### config.mk
export PLATFORM = sky130hd
export DESIGN_NAME = fifo_wr_arbiter
export DESIGN_NICKNAME = d
export VERILOG_FILES = /design/src/rtl/fifo_wr_arbiter_pkg.sv /design/src/rtl/fifo_wr_arbiter_rr_pick.sv /design/src/rtl/fifo_wr_arbiter.sv
export SDC_FILE = /design/constraint.sdc
export NUM_CORES = 1
export LEC_CHECK = 0
export CORE_UTILIZATION = 35
export DETAILED_ROUTE_END_ITERATION = 10
export GPL_TIMING_DRIVEN = 0
export HOLD_SLACK_MARGIN = 0.02
export PLACE_DENSITY = 0.85
export SKIP_LAST_GASP = 1
export SYNTH_ARGS = -nofsm -noshare
export SYNTH_HDL_FRONTEND = slang
export SYNTH_SLANG_ARGS = --single-unit
### constraint.sdc
create_clock -name clk -period 5.35 [get_ports clk]
set_input_delay 1.3375 -clock clk [delete_from_list [all_inputs] [get_ports clk]]
set_output_delay 1.3375 -clock clk [all_outputs]
set_load 0.05 [all_outputs]
### src/rtl/fifo_wr_arbiter_pkg.sv
// Shared types and constants for the FIFO write arbiter.
package fifo_arb_pkg;

  // Width of the accepted-write counter.
  localparam int unsigned WR_CNT_W = 16;

  // Burst lock state (only used when FIFO_ARB_BURST_EN is defined).
  typedef enum logic {
    IDLE = 1'b0,
    LOCK = 1'b1
  } arb_state_e;

endpackage

### src/rtl/fifo_wr_arbiter_rr_pick.sv
// Rotate-priority search: first set bit of valid_i starting at ptr_i, wrapping.
module rr_pick #(
  parameter int unsigned N  = 4,
  parameter int unsigned IW = $clog2(N)
) (
  input  logic [N-1:0]  valid_i,
  input  logic [IW-1:0] ptr_i,
  output logic [N-1:0]  gnt_o,
  output logic [IW-1:0] idx_o,
  output logic          any_o
);

  logic [IW-1:0] pos;

  // Walk N positions from ptr_i and keep the first valid one.
  always_comb begin
    gnt_o = '0;
    idx_o = '0;
    any_o = 1'b0;
    pos   = '0;
    for (int unsigned k = 0; k < N; k++) begin
      pos = IW'((32'(ptr_i) + k) % N);
      if (!any_o && valid_i[pos]) begin
        any_o      = 1'b1;
        gnt_o[pos] = 1'b1;
        idx_o      = pos;
      end
    end
  end

endmodule

### src/rtl/fifo_wr_arbiter.sv
// Round-robin arbiter feeding a single FIFO write port.
// Optional burst locking is enabled with the FIFO_ARB_BURST_EN macro.
module fifo_wr_arbiter
  import fifo_arb_pkg::*;
#(
  parameter int unsigned NUM_REQ    = 4,
  parameter int unsigned DATA_WIDTH = 32,
  parameter int unsigned BURST_LEN  = 4
) (
  input  logic                          clk,
  input  logic                          rst,
  input  logic [NUM_REQ-1:0]            req_valid,
  input  logic [NUM_REQ*DATA_WIDTH-1:0] req_data,
  output logic [NUM_REQ-1:0]            req_ready,
  input  logic                          fifo_full,
  output logic                          fifo_write_en,
  output logic [DATA_WIDTH-1:0]         fifo_write_data,
  output logic [$clog2(NUM_REQ)-1:0]    grant_id,
  output logic [WR_CNT_W-1:0]           wr_count
);

  localparam int unsigned IDX_W = $clog2(NUM_REQ);

  if (NUM_REQ < 2 || NUM_REQ > 16 || BURST_LEN < 1) begin : g_bad_cfg
    $error("fifo_wr_arbiter: illegal NUM_REQ or BURST_LEN");
  end

  logic [IDX_W-1:0]      ptr_q;
  logic [IDX_W-1:0]      grant_q;
  logic [WR_CNT_W-1:0]   wr_cnt_q;
  logic [NUM_REQ-1:0]    valid_eff;
  logic [IDX_W-1:0]      pick_ptr;
  logic [NUM_REQ-1:0]    pick_gnt;
  logic [IDX_W-1:0]      pick_idx;
  logic                  pick_any;
  logic                  wr_c;
  logic [DATA_WIDTH-1:0] wdata_c;

  function automatic logic [IDX_W-1:0] ptr_inc(input logic [IDX_W-1:0] i);
    return (i == IDX_W'(NUM_REQ - 1)) ? '0 : i + 1'b1;
  endfunction

`ifdef FIFO_ARB_BURST_EN
  localparam int unsigned BCNT_W = $clog2(BURST_LEN + 1);

  arb_state_e        state_q;
  logic [IDX_W-1:0]  held_q;
  logic [BCNT_W-1:0] bcnt_q;

  // While locked only the held requester is eligible.
  always_comb begin
    valid_eff = req_valid;
    pick_ptr  = ptr_q;
    if (state_q == LOCK) begin
      valid_eff = req_valid & (NUM_REQ'(1) << held_q);
      pick_ptr  = held_q;
    end
  end
`else
  assign valid_eff = req_valid;
  assign pick_ptr  = ptr_q;
`endif

  rr_pick #(
    .N  (NUM_REQ),
    .IW (IDX_W)
  ) u_pick (
    .valid_i (valid_eff),
    .ptr_i   (pick_ptr),
    .gnt_o   (pick_gnt),
    .idx_o   (pick_idx),
    .any_o   (pick_any)
  );

  // Zero-latency handshake; reset forces everything quiet immediately.
  always_comb begin
    wr_c    = pick_any && !fifo_full && !rst;
    wdata_c = '0;
    for (int unsigned i = 0; i < NUM_REQ; i++) begin
      if (wr_c && pick_gnt[i]) wdata_c = req_data[i*DATA_WIDTH +: DATA_WIDTH];
    end
  end

  assign req_ready       = wr_c ? pick_gnt : '0;
  assign fifo_write_en   = wr_c;
  assign fifo_write_data = wdata_c;
  assign grant_id        = grant_q;
  assign wr_count        = wr_cnt_q;

  // Grant bookkeeping, pointer rotation and burst lock tracking.
  always_ff @(posedge clk or posedge rst) begin
    if (rst) begin
      ptr_q    <= '0;
      grant_q  <= '0;
      wr_cnt_q <= '0;
`ifdef FIFO_ARB_BURST_EN
      state_q  <= IDLE;
      held_q   <= '0;
      bcnt_q   <= '0;
`endif
    end else begin
      if (wr_c) begin
        grant_q  <= pick_idx;
        wr_cnt_q <= wr_cnt_q + 1'b1;
      end
`ifdef FIFO_ARB_BURST_EN
      case (state_q)
        IDLE: begin
          if (wr_c) begin
            if (BURST_LEN <= 1) begin
              ptr_q <= ptr_inc(pick_idx);
            end else begin
              state_q <= LOCK;
              held_q  <= pick_idx;
              bcnt_q  <= BCNT_W'(1);
            end
          end
        end
        LOCK: begin
          if (!req_valid[held_q]) begin
            state_q <= IDLE;
            ptr_q   <= ptr_inc(held_q);
            bcnt_q  <= '0;
          end else if (wr_c) begin
            if (32'(bcnt_q) + 32'd1 >= BURST_LEN) begin
              state_q <= IDLE;
              ptr_q   <= ptr_inc(held_q);
              bcnt_q  <= '0;
            end else begin
              bcnt_q  <= bcnt_q + 1'b1;
            end
          end
        end
        default: state_q <= IDLE;
      endcase
`else
      if (wr_c) ptr_q <= ptr_inc(pick_idx);
`endif
    end
  end

endmodule

==> out/qor_table.md <==
| Item | Value |
|---|---|
| Result of the run | finished clean |
| Vias/cell | 5.45 |
| Core area | 0.00691 mm^2 |
| Net switching power | 1540 uW |
| Synthesized netlist cell count | 311 |
| Clk root buf | clkbuf_8 |
| Max-slew violation count | 0 |
| Die Outline Area | 0.00764 mm^2 |
| Total detailed-routing wirelength | 9980 um |
| Commonest non-fill, non-tap cell in the layout | clkdlybuf4s50_1 |
| Highest signal layer in the routed design | met4 |
| Required time of the critical path | 4010 ps |
| Share of the cycle needed by the critical path after routing | 98.4% |
| Clock tree from TritonCTS | yes |
| Die Span X | 87.4 um |
| Number of design rule violations left after detail routing | 0 |
| Area added between synthesis and finish | 84.3% |
| Met2 routed WL | 5140 um |
| # setup viols final | 0 |
| Total clock buffers created by CTS | 3 |
| Total inserted antenna cells | 0 |
| Sequential area share after synthesis | 19.6% |
| Area used by multi-input combinational logic | 0.00187 mm^2 |
| Fill cell instance count of the final layout | 627 |
| Fraction of final layout cells with drive strength greater than 1 | 18.4% |
| Average size of a mapped cell | 8.21 um^2 |
| GPL Wtd Cong | 0.874 |
| Critical path data arrival time | 3930 ps |
| Sum of met3 wire segment lengths after detailed routing | 768 um |
| Largest net degree at the start of global routing | 21 |
| First-pass GRT wire length | 15200 um |
| Number of optimization iterations in the first detailed-route pass | 4 |
| Syn Nets | 455 |
| Register bit count reported by yosys | 20 |
| I/O pin cnt | 190 |
| Proportion of power drawn by combinational gates | 86.5% |
| Number of flops mapped to enable cells by yosys | 0 |
| Summed area of non-filler cells in the final layout | 0.00470 mm^2 |
| Switching share of power | 55.4% |
| Fmax achieved | 190 MHz |
| Initial detailed-routing violation count | 131 |
| Met1 layer wirelength in the final routing | 3870 um |
| Highest net fanout along the worst path | 10 |
| Placed Instance Area | 0.00455 mm^2 |
| Number of different library cells in the post-synthesis netlist | 47 |
| Starting density of the core | 37.0% |
| Sequential Area | 503 um^2 |
| Static Leakage | 0.00201 uW |
| Setup WS post-layout | 83.2 ps |
| Clock-pin slew on the worst setup and hold paths | 80 ps |
| Total power divided by cell area | 590 mW/mm^2 |
| Num rows | 30 |
| Max-Slew Margin vs Limit | 51.6% |
| Commonest cells after routing, fill and taps aside | clkdlybuf4s50_1, nor2_1, buf_4, o21ai_0, a221o_1 |
| Total global routing track utilization | 24.8% |
| RSZ-0062 raised after global routing | false |
| H-tree levels | 1 |
| Clock power share | 5.5% |
| Avg WL per Cell | 16.3 um |
| Fraction of power consumed by sequential logic | 8.0% |
| Total via count after detailed routing | 3342 |
| Final Critical Period | 5270 ps |
| Remaining global-route overflow | 0 |
| Clk Latency, worst-skew pair | 260 ps |
| Worst vdd ir | 326 uV |
| Port Buf Inserts | 188 |
| DP Wirelength | 7960 um |
| Fraction of registers with async set/reset | 100% |
| Worst Skew | 3.12 ps |
| Count of antenna-violating nets left after detailed routing | 0 |
| Num Clock Sinks | 20 |
| Number of global-route vias before repair | 3290 |
| Fin nets | 662 |
| Actual slew at the worst max-slew pin | 726 ps |
| Kind of end point of the critical path | output port |
| Vert. Die Dim | 87.4 um |
| Critical path type | in -> out |
| CP startpoint kind | primary input |
| Cell internal pwr | 1240 uW |
| Initial antenna violation count | 0 |
| Count of warnings emitted by yosys | 0 |
| Post-Synthesis Cell Area | 0.00255 mm^2 |
| Class of the tightest hold or removal check | reg -> reg |
| Final Hold Viols | 0 |
| Max Buffers Root-to-Sink | 2 |
| Total of max-cap violations | 0 |
| Post-Place Setup Slack | -981 ps |
| Most used flip-flop cell after synthesis | dfrtp_1 |
==> worst max-delay path, stage by stage <==
cell and delay (ps):
buf_2 140, mux4_2 530, buf_6 160, a31o_1 180, a221o_1 280, a22oi_2 240, nor3b_4 60, buf_4 160
buf_6 140, a221o_1 310, a22o_1 210, buf_4 190
==> what timing repair did <==
item,CTS,global route
hold buffers,0,0
endpoints found under the setup margin,37,35
resized for setup,202,19
pin swaps,3,3
setup buffers,5,9
==> power groups by stage <==
| stage | sequential, uW | clock, uW | combinational [uW] |
|---|---|---|---|
| 6_report | 222 | 152 | 2400 |
| 5_1_grt | 226 | 159 | 2550 |
| 4_1_cts | 236 | 152 | 2300 |
| 3_5_place_dp | 238 | 0 | 2300 |
| 3_3_place_gp | 235 | 0 | 2270 |
| 2_1_floorplan | 317 | 0 | 1550 |
==> cells in the mapped netlist (all sizes together) (2+ instances only) <==
master	count	area [um^2]
nand4	2	12.5
a221o	33	330
xor2	7	61.3
and3	2	12.5
a31o	3	26.3
nand3	4	20.0
mux4	4	90.1
a22o	32	280
a22oi	3	27.5
o21ai	38	201
mux2	2	22.5
dfrtp	20	500
inv	9	33.8
mux2i	4	40.0
xnor2	9	78.8
and2	2	12.5
a221oi	2	23.8
o22ai	4	25.0
nand2	18	67.6
o21a	2	15.0
a2bb2oi	2	30.0
buf	20	144
clkbuf	9	35.0
nand2b	4	25.0
o211ai	2	15.0
nor3	5	25.0
ha	9	113
nor2	52	205
==> worst paths after layout <==
path / startpoint / end / slack, ps / cells past startpoint
max: req_valid[3] / fifo_write_data[2] / 80 / 12
max in group asynchronous: rst / asynchronous set/reset pin / 3320 / 2
max reg2reg: pick_ptr[1] / wr_count[15] / 2060 / 12
min in group asynchronous: rst / grant_id[1] / 1530 / 2
min: wr_count[9] / wr_count[9] / 500 / 1
min reg2reg: wr_count[9] / wr_count[9] / 500 / 1
==> registers in the layout, summed over array words and instances, names as in the netlist, named ones only <==
register / count
pick_ptr: 1
grant_id: 2
wr_count: 16
==> metrics by stage <==
step                      total power [uW]  hold slack, ps  TNS (ps)  utilization [%]  std cells
after floorplan                       1860             777         0                -        311
after global placement                2500             457    -31150             65.9        595
after detailed placement              2540             485    -32040             65.9        595
after CTS                             2690             500     -6.32             67.0        604
after global routing                  2940             516         0             68.1        613
final                                 2770             496         0             68.1        613
==> per-layer routing <==
layer	up-vias	global-route usage [%]
met4	0	7.75
met5	-	0
met1	1567	28.0
met2	157	46.9
li1	1599	-
met3	19	4.36
==> cell type report <==
type                    instances  area share [%]
inverters                       9           0.718
plain buffers                  29            4.39
flip-flops and latches         20            10.7
clock inverters                 1           0.638
well taps                      96            2.55
repair buffers                202            40.5
multi-input cells             253            39.7
clock buffers                   3           0.878
==> cells by family after synthesis <==
| logic type | Yosys count | synth area share (%) |
|---|---|---|
| flops | 20 | 19.6 |
| mux | 10 | 5.98 |
| buf+inv | 38 | 8.33 |
| compound gates | 124 | 39.1 |
| simple gates | 94 | 17.1 |
| xor+xnor | 16 | 5.49 |
| fa+ha+maj | 9 | 4.41 |
No activity file was read; power rests on OpenSTA's default activity.
==> patch: new RTL, same settings <==
Reset style: synchronous (`rst`), changed in one clocked block.
--- a/src/rtl/fifo_wr_arbiter.sv
+++ b/src/rtl/fifo_wr_arbiter.sv
@@ -88,7 +88,7 @@
   assign wr_count        = wr_cnt_q;
 
   // Grant bookkeeping, pointer rotation and burst lock tracking.
-  always_ff @(posedge clk or posedge rst) begin
+  always_ff @(posedge clk) begin
     if (rst) begin
       ptr_q    <= '0;
       grant_q  <= '0;
Check against the original RTL: differs if rst is asserted again (counterexample within 4 cycles, from zero or initial values and one cycle with rst high); with rst held inactive, the same outputs for 10 cycles.
==> patch against the original RTL <==
- wire length increased by 6.0%
- sequential cell count unchanged
- area after synthesis increased by 2.9%
- cell area about the same
- sequential share of layout area decreased by 2.2 points
- worst setup slack improved by 0.041 ns
- via count decreased by 3.0%
Power is left out: it rests on default switching activity, and per cell area and clock period it moved more than threefold.
==> patch: results (changes against the original RTL) <==
| Metric | Value |
|---|---|
| Post-synthesis mux area share | 4.57% (was 5.98%) |
| Nets@finish | 660 (was 662) |
| Met3 routed WL | 833 um (was 768 um) |
| Met3 usage | 8.02% (was 4.36%) |
| Post-synth ARST share | 0% (was 100%) |
| Clock Latency Late Sink | about 0.25 ns |
| Synthesized flop and latch total | 20 (unchanged) |
| Row count | 31 (was 30) |
| XOR/XNOR share of the synthesized area | 5.33% (was 5.49%) |
| WHS Path Cells | 2 (was 1) |
| Signal buffers | 218 (was 231) |
| Commonest cells post-synth | nor2_1, a211oi_2, a221oi_2 (was nor2_1, o21ai_0, a221o_1) |
| Vias per inst | 5.29 (was 5.45) |
| Cells after Synth | 319 (was 311) |
| Post-place instance area | 4640 um2 (was 4550 um2) |
| Met2 global-route usage | 44.1% (was 46.9%) |
| Pin count of the biggest net entering global routing | 11 (was 21) |
| Routability Congestion | 0.868 (was 0.874) |
| HPWL after detailed placement | 8.47 mm (was 7.96 mm) |
| Buffer share of cell area | 43.2% (was 44.9%) |
| Vias in the first global route | 3055 (was 3290) |
| Worst slack at placement | -0.797 ns (was -0.981 ns) |
| GR Util met1 | 28.8% (was 28.0%) |
| Fill cells | 630 (was 627) |
| First DRT Iteration DRCs | 90 (was 131) |
| First-pass GRT wire length | 15.5 mm (was 15.2 mm) |
| Fraction of area in multi-input gates | 43.8% (was 39.7%) |
| Synth unique cells | 48 (was 47) |
| Critical Path AT | 3.89 ns (was 3.93 ns) |
| Post-CTS Setup Bufs | 2 (was 5) |
| Primary FF master, synth | dfxtp_1 (was dfrtp_1) |
| FF+latch area | 402 um2 (was 503 um2) |
| Metal-1 WL | 4.06 mm (was 3.87 mm) |
| Worst slew margin | 63.4% (was 51.6%) |
| Clock network area share | 0.877% (was 1.52%) |
| Inverters | 11 (was 9) |
| Share of layout cells above drive strength 1 | 27.4% (was 18.4%) |
| Comb_multi_in | 262 (was 253) |
| Clk slew on worst S/H paths | roughly 0.07 ns |
| Syn nets | 463 (was 455) |
| Synth Area in Adders | 4.29% (was 4.41%) |
| Final worst clock skew | 0.00105 ns (was 0.00312 ns) |
| Register area share after synthesis | 15.2% (was 19.6%) |
| Status | complete, no violations (unchanged) |
| DR WL met2 | 5.36 mm (was 5.14 mm) |
| Synth Area in Compound Gates | 41.2% (was 39.1%) |
| Synth top area cells | a221oi_2, dfxtp_1, a211oi_2 (was dfrtp_1, a221o_1, a22o_1) |
| Max clock buf depth | 2 (unchanged) |
| R2R depth | 10 (was 12) |
| Sequential fraction of total cell area | 8.53% (was 10.7%) |
| N_diodes | 0 (unchanged) |
| GRT Util Overall | 25.0% (was 24.8%) |
| PostCTS Resize Cnt | 188 (was 202) |
| Drt wl/cell | 17.3 um (was 16.3 um) |
-- patch: cell types whose count changed after synthesis, sizes merged, moves of 4 or more --
cell and delta:
dfrtp -20, a22o -31, nor2 +41, o21ai -31
nand2 -8, a21oi +14, a221oi +30, a221o -33
dfxtp +20, a211oi +34, o22ai -4
-- patch: worst paths after layout --
path                      from                   to  slack, ns
setup / recovery  req_valid[2]  fifo_write_data[22]       0.12
hold / removal     grant_id[0]          grant_id[0]       0.51
setup reg to reg          flop          pick_ptr[1]       2.72
hold reg to reg    grant_id[0]          grant_id[0]       0.51
-- patch: worst max-delay path, cell delays in order --
cell and delay, ns:
dlygate4sd2_1 0.35, or3b_1 0.38, a211o_1 0.33, o211ai_4 0.25, a22oi_2 0.15, nor3b_4 0.25
buf_12 0.16, buf_6 0.17, a221oi_2 0.08, a211oi_2 0.13, buf_2 0.29
